`src/rtl/regfile_dump_streamer_if.sv`:
```
// Record stream between regfile_dump_streamer and its trace/UART sink.
// One record = (register index, register value), valid/ready handshake.
interface regfile_dump_streamer_if;
    logic        out_valid;
    logic        out_ready;
    logic [4:0]  out_reg;
    logic [31:0] out_value;

    modport master (output out_valid, output out_reg, output out_value, input out_ready);
    modport slave  (input out_valid, input out_reg, input out_value, output out_ready);
endinterface

```
`src/rtl/regfile_dump_streamer.sv`:
```
// regfile_dump_streamer: runs the processor for num_cycles, then takes over the
// regfile port-A read select and streams every register out as (index, value).
// Optional feature: define REGDUMP_SKIP_ZERO_EN to drop zero-valued registers
// from the stream (CAPTURE goes straight to the next SELECT or to DONE).
module regfile_dump_streamer #(
    parameter int NUM_REGS = 32,
    parameter int CNT_W    = 10
) (
    input  logic                 clock,
    input  logic                 reset,
    input  logic                 start,
    input  logic [CNT_W-1:0]     num_cycles,
    output logic                 cpu_run,
    output logic                 test_mode,
    output logic [4:0]           rd_sel,
    input  logic [31:0]          rd_data,
    output logic                 busy,
    output logic                 done,
    regfile_dump_streamer_if.master out_if
);

    typedef enum logic [2:0] {
        S_IDLE, S_RUN, S_SELECT, S_CAPTURE, S_SEND, S_DONE
    } state_t;

    localparam logic [4:0] IDX_LAST = 5'(NUM_REGS - 1);

    state_t             state_q, state_d;
    logic [CNT_W-1:0]   cnt_q, cnt_d;
    logic [4:0]         idx_q, idx_d;
    logic [4:0]         reg_q, reg_d;
    logic [31:0]        val_q, val_d;

    // State and datapath registers; async active-low reset drops everything to IDLE/0.
    always_ff @(posedge clock or negedge reset) begin
        if (!reset) begin
            state_q <= S_IDLE;
            cnt_q   <= '0;
            idx_q   <= '0;
            reg_q   <= '0;
            val_q   <= '0;
        end else begin
            state_q <= state_d;
            cnt_q   <= cnt_d;
            idx_q   <= idx_d;
            reg_q   <= reg_d;
            val_q   <= val_d;
        end
    end

    // Next-state logic: run countdown, then SELECT/CAPTURE/SEND per register.
    always_comb begin
        state_d = state_q;
        cnt_d   = cnt_q;
        idx_d   = idx_q;
        reg_d   = reg_q;
        val_d   = val_q;
        case (state_q)
            S_IDLE, S_DONE: begin
                if (start) begin
                    cnt_d   = num_cycles;
                    idx_d   = '0;
                    state_d = (num_cycles == '0) ? S_SELECT : S_RUN;
                end
            end
            S_RUN: begin
                // Entered only with a nonzero count, so cnt_q never wraps here.
                cnt_d = cnt_q - 1'b1;
                if (cnt_q == CNT_W'(1)) state_d = S_SELECT;
            end
            S_SELECT: state_d = S_CAPTURE;
            S_CAPTURE: begin
                // rd_sel has been stable for a full cycle, so rd_data is settled.
`ifdef REGDUMP_SKIP_ZERO_EN
                if (rd_data == 32'd0) begin
                    if (idx_q == IDX_LAST) begin
                        state_d = S_DONE;
                    end else begin
                        idx_d   = idx_q + 5'd1;
                        state_d = S_SELECT;
                    end
                end else begin
                    reg_d   = idx_q;
                    val_d   = rd_data;
                    state_d = S_SEND;
                end
`else
                reg_d   = idx_q;
                val_d   = rd_data;
                state_d = S_SEND;
`endif
            end
            S_SEND: begin
                if (out_if.out_ready) begin
                    if (idx_q == IDX_LAST) begin
                        state_d = S_DONE;
                    end else begin
                        idx_d   = idx_q + 5'd1;
                        state_d = S_SELECT;
                    end
                end
            end
            default: state_d = S_IDLE;
        endcase
    end

    // Outputs decode straight from state so reset forces them all to 0.
    always_comb begin
        cpu_run          = (state_q == S_RUN);
        test_mode        = (state_q == S_SELECT) || (state_q == S_CAPTURE) ||
                           (state_q == S_SEND)   || (state_q == S_DONE);
        busy             = (state_q == S_RUN)    || (state_q == S_SELECT) ||
                           (state_q == S_CAPTURE) || (state_q == S_SEND);
        done             = (state_q == S_DONE);
        rd_sel           = ((state_q == S_SELECT) || (state_q == S_CAPTURE) ||
                            (state_q == S_SEND)) ? idx_q : 5'd0;
        out_if.out_valid = (state_q == S_SEND);
        out_if.out_reg   = reg_q;
        out_if.out_value = val_q;
    end

endmodule

```
`src/flat_wrapper.sv`:
```
// flat-port wrapper written by rule: the top's interface ports become plain ports
module regfile_dump_streamer_flat 
#(
    parameter int NUM_REGS = 32,
    parameter int CNT_W    = 10
)
  (clock, reset, start, num_cycles, cpu_run, test_mode, rd_sel, rd_data, busy, done, out_if_out_valid, out_if_out_reg, out_if_out_value, out_if_out_ready);
  regfile_dump_streamer_if out_if_i ();
  input  logic clock;
  input  logic reset;
  input  logic start;
  input  logic [CNT_W-1:0] num_cycles;
  output logic cpu_run;
  output logic test_mode;
  output logic [4:0] rd_sel;
  input  logic [31:0] rd_data;
  output logic busy;
  output logic done;
  output wire logic [$bits(out_if_i.out_valid)-1:0] out_if_out_valid;
  output wire logic [$bits(out_if_i.out_reg)-1:0] out_if_out_reg;
  output wire logic [$bits(out_if_i.out_value)-1:0] out_if_out_value;
  input wire logic [$bits(out_if_i.out_ready)-1:0] out_if_out_ready;
  assign out_if_out_valid = out_if_i.out_valid;
  assign out_if_out_reg = out_if_i.out_reg;
  assign out_if_out_value = out_if_i.out_value;
  assign out_if_i.out_ready = out_if_out_ready;
  regfile_dump_streamer #(.NUM_REGS(NUM_REGS), .CNT_W(CNT_W)) u_core (.clock(clock), .reset(reset), .start(start), .num_cycles(num_cycles), .cpu_run(cpu_run), .test_mode(test_mode), .rd_sel(rd_sel), .rd_data(rd_data), .busy(busy), .done(done), .out_if(out_if_i));
endmodule
```
`config.mk`:
```
export PLATFORM = sky130hd
export DESIGN_NAME = regfile_dump_streamer_flat
export DESIGN_NICKNAME = d
export VERILOG_FILES = /design/src/rtl/regfile_dump_streamer_if.sv /design/src/rtl/regfile_dump_streamer.sv /design/src/flat_wrapper.sv
export SDC_FILE = /design/constraint.sdc
export NUM_CORES = 1
export LEC_CHECK = 0
export ABC_AREA = 1
export CAP_MARGIN = 20
export CORE_UTILIZATION = 35
export DETAILED_ROUTE_END_ITERATION = 10
export DONT_BUFFER_PORTS = 1
export GPL_ROUTABILITY_DRIVEN = 1
export SLEW_MARGIN = 10
export SYNTH_ARGS = -nofsm -noshare
export SYNTH_HDL_FRONTEND = slang
export SYNTH_SLANG_ARGS = --single-unit
```
`constraint.sdc`:
```
create_clock -name clock -period 3.9 [get_ports clock]
set_input_delay 0.78 -clock clock [delete_from_list [all_inputs] [get_ports clock]]
set_output_delay 0.78 -clock clock [all_outputs]
set_load 0.05 [all_outputs]
```
==> Word-level counts from Yosys, hierarchy flattened <==
Cells that the tools add are included.
{ "op_classes": {"div": 0, "multipliers": 0, "mux": 13, "eq_ne": 11, "n_reduce_logical": 14, "bitwise": 0, "n_addsub": 2, "n_lt_le_gt_ge": 0, "n_shift": 0} }
{ "op_table": {"columns": ["op", "n"], "rows": [
  ["5-bit two-way mux", 4],
  ["10-bit one-hot mux with 2 select lines", 1],
  ["3-bit one-hot mux with 5 select lines", 1],
  ["3-bit two-way mux", 4],
  ["10-bit by 1-bit equality test with 1-bit output (second input constant)", 1],
  ["10-bit logical NOT", 1],
  ["10-bit two-way mux", 1],
  ["5-bit one-hot mux with 2 select lines", 1],
  ["10-bit by 1-bit subtractor with 10-bit output (second input constant)", 1],
  ["3-bit by 2-bit equality test with 1-bit output (second input constant)", 2],
  ["3-bit equality test (second input constant)", 2],
  ["1-bit logical OR", 6],
  ["5-bit by 1-bit adder with 5-bit output (second input constant)", 1],
  ["5-bit equality test (second input constant)", 1],
  ["2-bit by 1-bit != test with 1-bit output (second input constant)", 2],
  ["2-bit != test (second input constant)", 2],
  ["4-bit AND reduction", 1],
  ["2-bit nonzero test", 2],
  ["3-bit by 1-bit equality test with 1-bit output (second input constant)", 1],
  ["3-bit logical NOT", 1],
  ["3-bit AND reduction", 1],
  ["2-bit two-way mux", 1],
  ["2-bit AND reduction", 1],
  ["2-bit OR reduction", 1]
]} }
{ "word_totals": {"out_inout_bits": 47, "ff_bits": 55, "mem_bits_rw": 0, "inputBits": 46, "word_cells": 45, "romBits": 0, "n_memories": 0, "latch_bits": 0} }

==> Depth between registers and ports, before layout <==
Gate-level depths: netlist of the first run.
{ "logic_depth": {"depth_word": 4, "mapped_depth": 10, "mapped_depth_nobuf": 10} }

==> Worst setup path before layout of the first run <==
No wires, ideal clock.
{ "synth_path": {"kind": "reg2out", "start": "register u_core.state_q[0]", "end": "output port rd_sel[0]", "n_path_buf": 0, "stages_incl_launch_ff": 6, "required_time_ns": 3.120, "slack_ns": 1.339, "t_arrival_ns": 1.781, "path_cell_list": "dfrtp_1 nor2_1 nand2_2 inv_2 a21oi_1 nor2_1"} }
{ "synth_via": {"elab_cells_between_ends": 6, "cone_classes": "eq/ne (3); mux (1); reduce/logical (2)"} }
{ "synth_lines": {"columns": ["item", "line_no", "source"], "rows": [
  ["start, declared", "regfile_dump_streamer.sv:28", "state_t state_q, state_d;"],
  ["start signal, assigned", "regfile_dump_streamer.sv:43", "state_q <= state_d;"],
  ["3-bit equality test", null, null],
  ["net out_if_out_valid", "flat_wrapper.sv:19", "output wire logic [$bits(out_if_i.out_valid)-1:0] out_if_out_valid;"],
  ["1-bit logical OR", "regfile_dump_streamer.sv:115", "rd_sel = ((state_q == S_SELECT) || (state_q == S_CAPTURE) ||"],
  ["5-bit two-way mux", "regfile_dump_streamer.sv:116", "(state_q == S_SEND)) ? idx_q : 5'd0;"],
  ["end, declared", "flat_wrapper.sv:15", "output logic [4:0] rd_sel;"]
]} }
The timed path passes the listed nets, and every way through them passes these cells.

==> Final worst setup path of the first run <==
{ "layout_path": {"start": "register u_core.state_q[0]", "end": "output port rd_sel[4]"} }
The elaborated chain is that of the path after synthesis.

==> results_dict.tcl, run 1 <==
set metrics [dict create \
    largest_reg_flops 32 \
    setup_viol 0 \
    max_freq_ghz 0.324 \
    drc_errors 0 \
    worst_pin_slew_ps 886 \
    io_pins 93 \
    routabilityCongestion 0.854 \
    crit_required_ps 3120 \
    maxCapViolCount 0 \
    grt_max_degree 56 \
    startpoint "u_core.state_q[0]" \
    syn2layout_area_growth_pct 7.86 \
    grt_pass1_vias 1807 \
    cts_made_buffers 5 \
    hold_viol_final 0 \
    critPathArrivalTime_ps 2300 \
    ant_nets 0 \
    synth_ff_type "dfrtp_1" \
    fin_skew_ps 14.4 \
    grt_use_met2_pct 23.7 \
    synth_cell_types 28 \
    dpl.hpwl_um 3990 \
    cp-end-kind "output pin" \
    nets 337 \
    crit_chain "nor2_1, nand2_2, inv_2, a21oi_1, nor2_1" \
    crit_fanout 7 \
    post_cts_buffers 0 \
    async_flop_share_pct 100 \
    synth_nets 334 \
    fin_crit_sh_pct 79.1 \
    routedWlPerCell_um 13.9 \
    io_buffers 0 \
    core_area_um2 7330 \
    grt.total_usage_pct 13.5 \
    placed_cells 379 \
    yosys.area_share.adder_pct 1.86 \
    outcome "finished clean" \
    synth_edf_count 0 \
    drtIter0Drc 42 \
    grt_util_met1_pct 15.4 \
    synth_most_common_cell "nand2_1" \
    placed_area_um2 2790 \
    antenna_found_initial 0 \
    grt_pass1_wl_um 8180 \
    nFillCells 759 \
    start_util_pct 36.7 \
    drv_slew 0 \
    hp-class "input port to asynchronous set/reset pin" \
    cts_buffer_depth 2 \
    grt_use_met3_pct 4.20 \
    vias 1891 \
    overflow 0 \
    worstSetupEndpoint "rd_sel[4]" \
    rsz0062_at_grt "no" \
    synthCells 284 \
    synthMuxAreaShare_pct 13.4 \
    slowest_delay_ps 710 \
    r2r_setup_slack_ps 2180 \
    root_buffer "clkbuf_8" \
    yosys_warnings 0 \
    multi_input_area_um2 1160 \
    diodes 0 \
    path_common_cell "nor2_1" \
    synth.area.top_cells "dfrtp_1 (51%), mux2_2 (13%), nand2_1 (8.6%), nand3_1 (4.3%), nor2_1 (4.2%)" \
    seqCellArea_um2 1380 \
    path_depth 5 \
    synth_top_area_cell "dfrtp_1" \
    postSynthAreaPerCell_um2 9.48 \
    yosys.area_share.xor_xnor_pct 0.651 \
    rr_startpoint "u_core.state_q[1]" \
    synth_compound_area_share_pct 5.21 \
    crit_slowest_cell "nor2_1" \
    post_cts_resize_count 0 \
    fin_cells 387 \
    syn_area_um2 2690 \
    totalWireLength_um 5370 \
    busiest_layer "met2" \
    seq_area_frac_synth_pct 51.1 \
    cp_num_buf_inv 1 \
    synth-seq-cells 55 \
    tritoncts "built" \
    max-slew-margin-rel_pct 40.7 \
    final_util_pct 39.6 \
    drt-vias-per-instance 4.89 \
    worst_r2r_endpoint "u_core.idx_q[2]" \
    firstDrtPassIters 4 \
    drive_above_1_share_pct 19.8 \
    hold_buffers 0 \
    placementRows 31 \
    start_kind "register" \
    h-tree-depth 2 \
    postLayoutCellArea_um2 2900 \
    die_h_um 89.7 \
    clk_pin_slew_worst_paths_ps 110 \
    synth_top_area_share_pct 51.1 \
    reg2reg_depth 8 \
    tns_ps 0 \
    netlist_top_cells_count "nand2_1 (62), dfrtp_1 (55), mux2_2 (32)" \
    crit_family "simple AND/OR/NAND/NOR gates" \
    synth_simple_gate_area_share_pct 22.1 \
    synth_top_family_by_area "simple AND/OR/NAND/NOR gates" \
    die_area_um2 8040 \
    worst-setup-path-type "register to output pin" \
    dieWidth_um 89.7 \
    cts_sinks 55 \
    clock_latency_ps 310 \
    period_minus_slack_ps 3080 \
]
## layout make-up
type	count	share of cell area, %
Sequential cell	55	47.4
Inverter	29	3.79
Tap cell	99	4.27
Multi-Input combinational cell	194	40.0
Clock inverter	3	1.59
Clock buffer	5	2.37
Timing Repair Buffer	2	0.517
## worst min-delay path by stage
stage / from / depth (start not counted) / to
4_1_cts: reset / 0 / u_core.idx_q[0]
6_report: reset / 0 / u_core.out_if.out_reg[1]
2_1_floorplan: u_core.idx_q[4] / 2 / u_core.idx_q[4]
5_1_grt: reset / 0 / u_core.out_if.out_value[10]
3_5_place_dp: reset / 0 / u_core.out_if.out_value[24]
3_3_place_gp: reset / 0 / u_core.out_if.out_value[27]
## worst reg2reg max path, delay by kind of cell, from the launching register on
kind,cells,cell delay [ps]
flops,1,440
compound gates,1,170
buf+inv,3,650
simple gates,4,360
## logic make-up (layout without fill, tap and decap cells)
family	Yosys count	count (layout)
simple gates	132	132
fa+ha+maj	4	4
xor+xnor	2	2
compound gates	24	24
mux	32	32
flops	55	55
buf+inv	35	39
## routing by layer
metal	vias up	routed length (um)	share of wire, %
met2	70	2580	48
met4	0	73	1.4
met3	6	455	8.5
met1	891	2260	42
met5	-	0	0
li1	924	-	-
## stage by stage
step                hold slack, ps  setup WS [ps]
floorplan                      468           1340
global placement               486           1230
detailed placement             486           1160
CTS                            132            798
global route                   115            615
finish                         147            815
## cell usage in the layout, fill, tap and decap left out, drive strengths merged
| cell | netlist | layout |
|---|---|---|
| nand2 | 69 | 69 |
| dfrtp | 55 | 55 |
| mux2 | 32 | 32 |
| nor2 | 31 | 31 |
| inv | 27 | 28 |
| nand3 | 24 | 24 |
| o21ai | 16 | 16 |
| clkbuf | 1 | 5 |
| nand4 | 4 | 4 |
| ha | 4 | 4 |
| a21oi | 4 | 4 |
| o211ai | 3 | 3 |
| xor2 | 2 | 2 |
| nand3b | 2 | 2 |
| buf | 5 | 2 |
| clkinv | 2 | 2 |
| nor3b | 1 | 1 |
| o22ai | 1 | 1 |
| or2 | 1 | 1 |
| bufinv | 0 | 1 |
| clkinvlp | 0 | 1 |
Power of run 1 is not shown: default switching activity piles up to over one toggle a cycle in this logic, so the estimate is an artifact.
==> run 2: changes to the inputs <==
- clock period: 3.9 -> 2.9 ns (I/O delays scaled with it)
==> run 2 against run 1 <==
  * Non-clock buffer count increased by 7
  * Die area unchanged
  * Utilization increased by 0.58 points
  * Critical endpoint is now test_mode
  * Global-route usage increased by 0.065 points
  * Register-to-register slack got worse by 1000 ps
  * Routed wire length about the same
  * Critical path depth unchanged
  * Final area increased by 1.5%
  * Clock-buffer cell count increased by 1
  * Setup slack got worse by 520 ps
==> results_dict.tcl, run 2 (synthesis gave the netlist of run 1 again) <==
set metrics [dict create \
    setup_viol 0 \
    tritoncts "built" \
    clk_pin_slew_worst_paths_ps 100 \
    worst_pin_slew_ps 491 \
    critPathArrivalTime_ps 2020 \
    h-tree-depth 2 \
    vias 1911 \
    tns_ps 0 \
    drv_slew 0 \
    hp-class "input port to asynchronous set/reset pin" \
    cts_sinks 55 \
    post_cts_resize_count 0 \
    drtIter0Drc 51 \
    crit_family "simple AND/OR/NAND/NOR gates" \
    nFillCells 709 \
    period_minus_slack_ps 2600 \
    worst-setup-path-type "register to output pin" \
    grt_pass1_vias 1853 \
    core_area_um2 7330 \
    worst_r2r_endpoint "u_core.idx_q[4]" \
    io_pins 93 \
    slowest_delay_ps 460 \
    totalWireLength_um 5360 \
    largest_reg_flops 32 \
    pre_cts_slack_ps 649 \
    post_cts_buffers 0 \
    dpl.hpwl_um 4040 \
    crit_fanout 7 \
    max-slew-margin-rel_pct 67.3 \
    start_kind "register" \
    cp_num_buf_inv 1 \
    grt_max_degree 56 \
    drc_errors 0 \
    rr_startpoint "u_core.state_q[0]" \
    grt_pass1_wl_um 8420 \
    maxCapViolCount 0 \
    final_cell_mix "nand2_1 (62), dfrtp_1 (55), mux2_2 (32)" \
    clock_latency_ps 300 \
    fin_crit_sh_pct 89.7 \
    io_buffers 0 \
    hold_viol_final 0 \
    max_freq_ghz 0.385 \
    root_buffer "clkbuf_8" \
    crit_chain "nor2_1, nand2_2, inv_2, a21oi_1, nand2_1" \
    cts_buffer_depth 2 \
    nets 344 \
    cts_made_buffers 5 \
    syn2layout_area_growth_pct 9.44 \
    timing.hold.ws_ps 138 \
    routabilityCongestion 0.816 \
    placementRows 31 \
    dieWidth_um 89.7 \
    die_h_um 89.7 \
    grt.total_usage_pct 13.5 \
    crit_required_ps 2320 \
    rsz0062_at_grt "no" \
    layout_commonest_cell "nand2_1" \
    reg2reg_depth 8 \
    r2r_setup_slack_ps 1140 \
    drive_above_1_share_pct 21.4 \
    worst_slack_ps 300 \
    drt-vias-per-instance 4.85 \
    final_util_pct 40.2 \
    firstDrtPassIters 4 \
    die_area_um2 8040 \
    ant_nets 0 \
    fin_skew_ps 7.81 \
    overflow 0 \
    start_util_pct 36.7 \
    outcome "finished clean" \
    diodes 0 \
    antenna_found_initial 0 \
    crit_slowest_cell "dfrtp_1" \
    hold_buffers 1 \
    routedWlPerCell_um 13.6 \
    cp-end-kind "output pin" \
]
==> run 2: cell count changes in the layout (fill, tap and decap cells not counted), sizes merged <==
cell	change
bufinv	-1
buf	+7
inv	-1
clkbuf	+1
clkinv	+1
==> run 2: worst max path at each step <==
| stage | start | to | slack, ps | cells after the start |
|---|---|---|---|---|
| 2_1_floorplan | u_core.state_q[0] | rd_sel[0] | 540 | 5 |
| 3_3_place_gp | u_core.state_q[0] | test_mode | 730 | 5 |
| 3_5_place_dp | u_core.state_q[0] | test_mode | 650 | 5 |
| 4_1_cts | u_core.state_q[0] | test_mode | 300 | 5 |
| 5_1_grt | u_core.state_q[0] | test_mode | 140 | 5 |
| 6_report | u_core.state_q[0] | test_mode | 300 | 5 |
==> run 2: metrics by stage <==
step	cell area, um^2	instances
after floorplan	2690	284
after global placement	2830	385
after detailed placement	2830	385
after CTS	2950	394
after global routing	2950	394
final	2950	394
==> run 2: area by class of cell <==
| class | count | area [um^2] | share of cell area, % |
|---|---|---|---|
| sequential | 55 | 1380 | 46.7 |
| multi-input combinational | 194 | 1160 | 39.5 |
| tap | 99 | 124 | 4.21 |
| inverter | 29 | 110 | 3.74 |
| timing repair buffer | 9 | 87.6 | 2.97 |
| clock buffer | 6 | 72.6 | 2.46 |
| clock inverter | 2 | 12.5 | 0.425 |
==> run 2: metal layers <==
layer  wire length, um  global-route usage, %
met2              2520                   24.3
met5                 0                      0
met1              2330                   15.6
met3               459                   4.11
met4                51                   3.61
Power of run 2 is left out for the same reason.
==> run 3: changes to the inputs <==
- ABC_CLOCK_PERIOD_IN_PS: not set -> 2900
- CORE_MARGIN: not set -> 2
- REMOVE_ABC_BUFFERS: not set -> 1
==> run 3 against run 2 <==
  * Highest routed layer unchanged
  * Cell count unchanged
  * Final area up 0.43%
  * Register-to-register slack better by 30 ps
  * Fmax up 1.5%
  * Via count up 2.5%
  * Worst hold slack worse by 18 ps
  * Critical endpoint unchanged
  * Sequential cell count unchanged
==> results_dict.tcl, run 3 (synthesis gave the netlist of run 1 again) <==
set metrics [dict create \
    layout_commonest_cell "nand2_1" \
    worst_r2r_endpoint "u_core.idx_q[0]" \
    start_kind "register" \
    hp-class "input port to asynchronous set/reset pin" \
    totalWireLength_um 5680 \
    worstSetupEndpoint "test_mode" \
    worst-setup-path-type "register to output pin" \
    grt_pass1_wl_um 9520 \
    period_minus_slack_ps 2560 \
    clock_latency_ps 310 \
    clk_pin_slew_worst_paths_ps 110 \
    nets 344 \
    grt_max_degree 56 \
    worst_pin_slew_ps 526 \
    start_util_pct 36.7 \
    antenna_found_initial 0 \
    grt.total_usage_pct 14.1 \
    startpoint "u_core.state_q[0]" \
    setup_viol 0 \
    fin_skew_ps 9.75 \
    cp-end-kind "output pin" \
    dpl.hpwl_um 4320 \
    cts_buffer_depth 2 \
    tns_ps 0 \
    final_util_pct 40.3 \
    io_pins 93 \
    die_area_um2 8410 \
    drt-vias-per-instance 4.97 \
    grt_util_met1_pct 15.3 \
    r2r_setup_slack_ps 1170 \
    diodes 0 \
    reg2reg_depth 8 \
    max_freq_ghz 0.390 \
    grt_use_met3_pct 5.51 \
    grt_use_met2_pct 25.5 \
    crit_required_ps 2320 \
    die_h_um 91.7 \
    drc_errors 0 \
    dieWidth_um 91.7 \
    max-slew-margin-rel_pct 64.9 \
    rsz0062_at_grt "no" \
    hold_viol_final 0 \
    routedWlPerCell_um 14.4 \
    largest_reg_flops 32 \
    drive_above_1_share_pct 21.7 \
    cts_made_buffers 5 \
    final_cell_mix "nand2_1 (62), dfrtp_1 (55), mux2_2 (32)" \
    syn2layout_area_growth_pct 9.90 \
    busiest_layer "met2" \
    vias 1958 \
    core_area_um2 7330 \
    firstDrtPassIters 4 \
    rr_startpoint "u_core.state_q[1]" \
    critPathArrivalTime_ps 1980 \
    io_buffers 0 \
    ant_nets 0 \
    drv_slew 0 \
    nFillCells 709 \
    routabilityCongestion 0.847 \
    maxCapViolCount 0 \
    cts_sinks 55 \
    outcome "finished clean" \
    overflow 0 \
    tritoncts "built" \
    grt_pass1_vias 2004 \
    root_buffer "clkbuf_8" \
    fin_crit_sh_pct 88.3 \
    placementRows 31 \
    post_cts_resize_count 0 \
    crit_fanout 7 \
    drtIter0Drc 49 \
    h-tree-depth 2 \
]
## run 3: timing repair
| action | 4_1_cts | 5_1_grt |
|---|---|---|
| hold buffers | 1 | 0 |
| endpoints found under the hold margin | 55 | 0 |
| buffers inserted | 0 | 0 |
## run 3: layout make-up
type | count | area [um^2] | area share, %
clock buffer | 5 | 68.8 | 2.33
clock inverter | 3 | 28.8 | 0.973
tap | 99 | 124 | 4.19
sequential | 55 | 1380 | 46.5
multi-input combinational | 194 | 1160 | 39.3
timing repair buffer | 9 | 87.6 | 2.96
inverter | 29 | 110 | 3.72
## run 3: worst max-delay path: stages (launching register included)
cell,delay [ps]
dfrtp_1,460
nor2_1,110
nand2_2,140
inv_2,160
a21oi_1,380
nand2_1,420
## run 3: worst min-delay path by stage
stage                     depth (start not counted)   from                     endpoint  slack [ps]
final                                             1  reset   u_core.out_if.out_value[2]         120
after global routing                              1  reset              u_core.cnt_q[4]         130
after CTS                                         1  reset              u_core.cnt_q[2]         120
after detailed placement                          0  reset  u_core.out_if.out_value[27]         290
after global placement                            0  reset  u_core.out_if.out_value[13]         290
after floorplan                                   0  reset              u_core.cnt_q[0]         280
## run 3: layer usage
layer,part of all wire [%],up-vias
met5,0,-
met4,1.1,0
met3,10,4
met2,48,88
met1,41,925
li1,-,941
## run 3: stage by stage
step | cell area (um^2) | instances | worst slack, ps | hold WS, ps
2_1_floorplan | 2650 | 278 | 418 | 284
3_3_place_gp | 2830 | 385 | 749 | 286
3_5_place_dp | 2830 | 385 | 677 | 286
4_1_cts | 2960 | 394 | 313 | 116
5_1_grt | 2960 | 394 | 132 | 126
6_report | 2960 | 394 | 338 | 120
Power of run 3 is left out for the same reason.
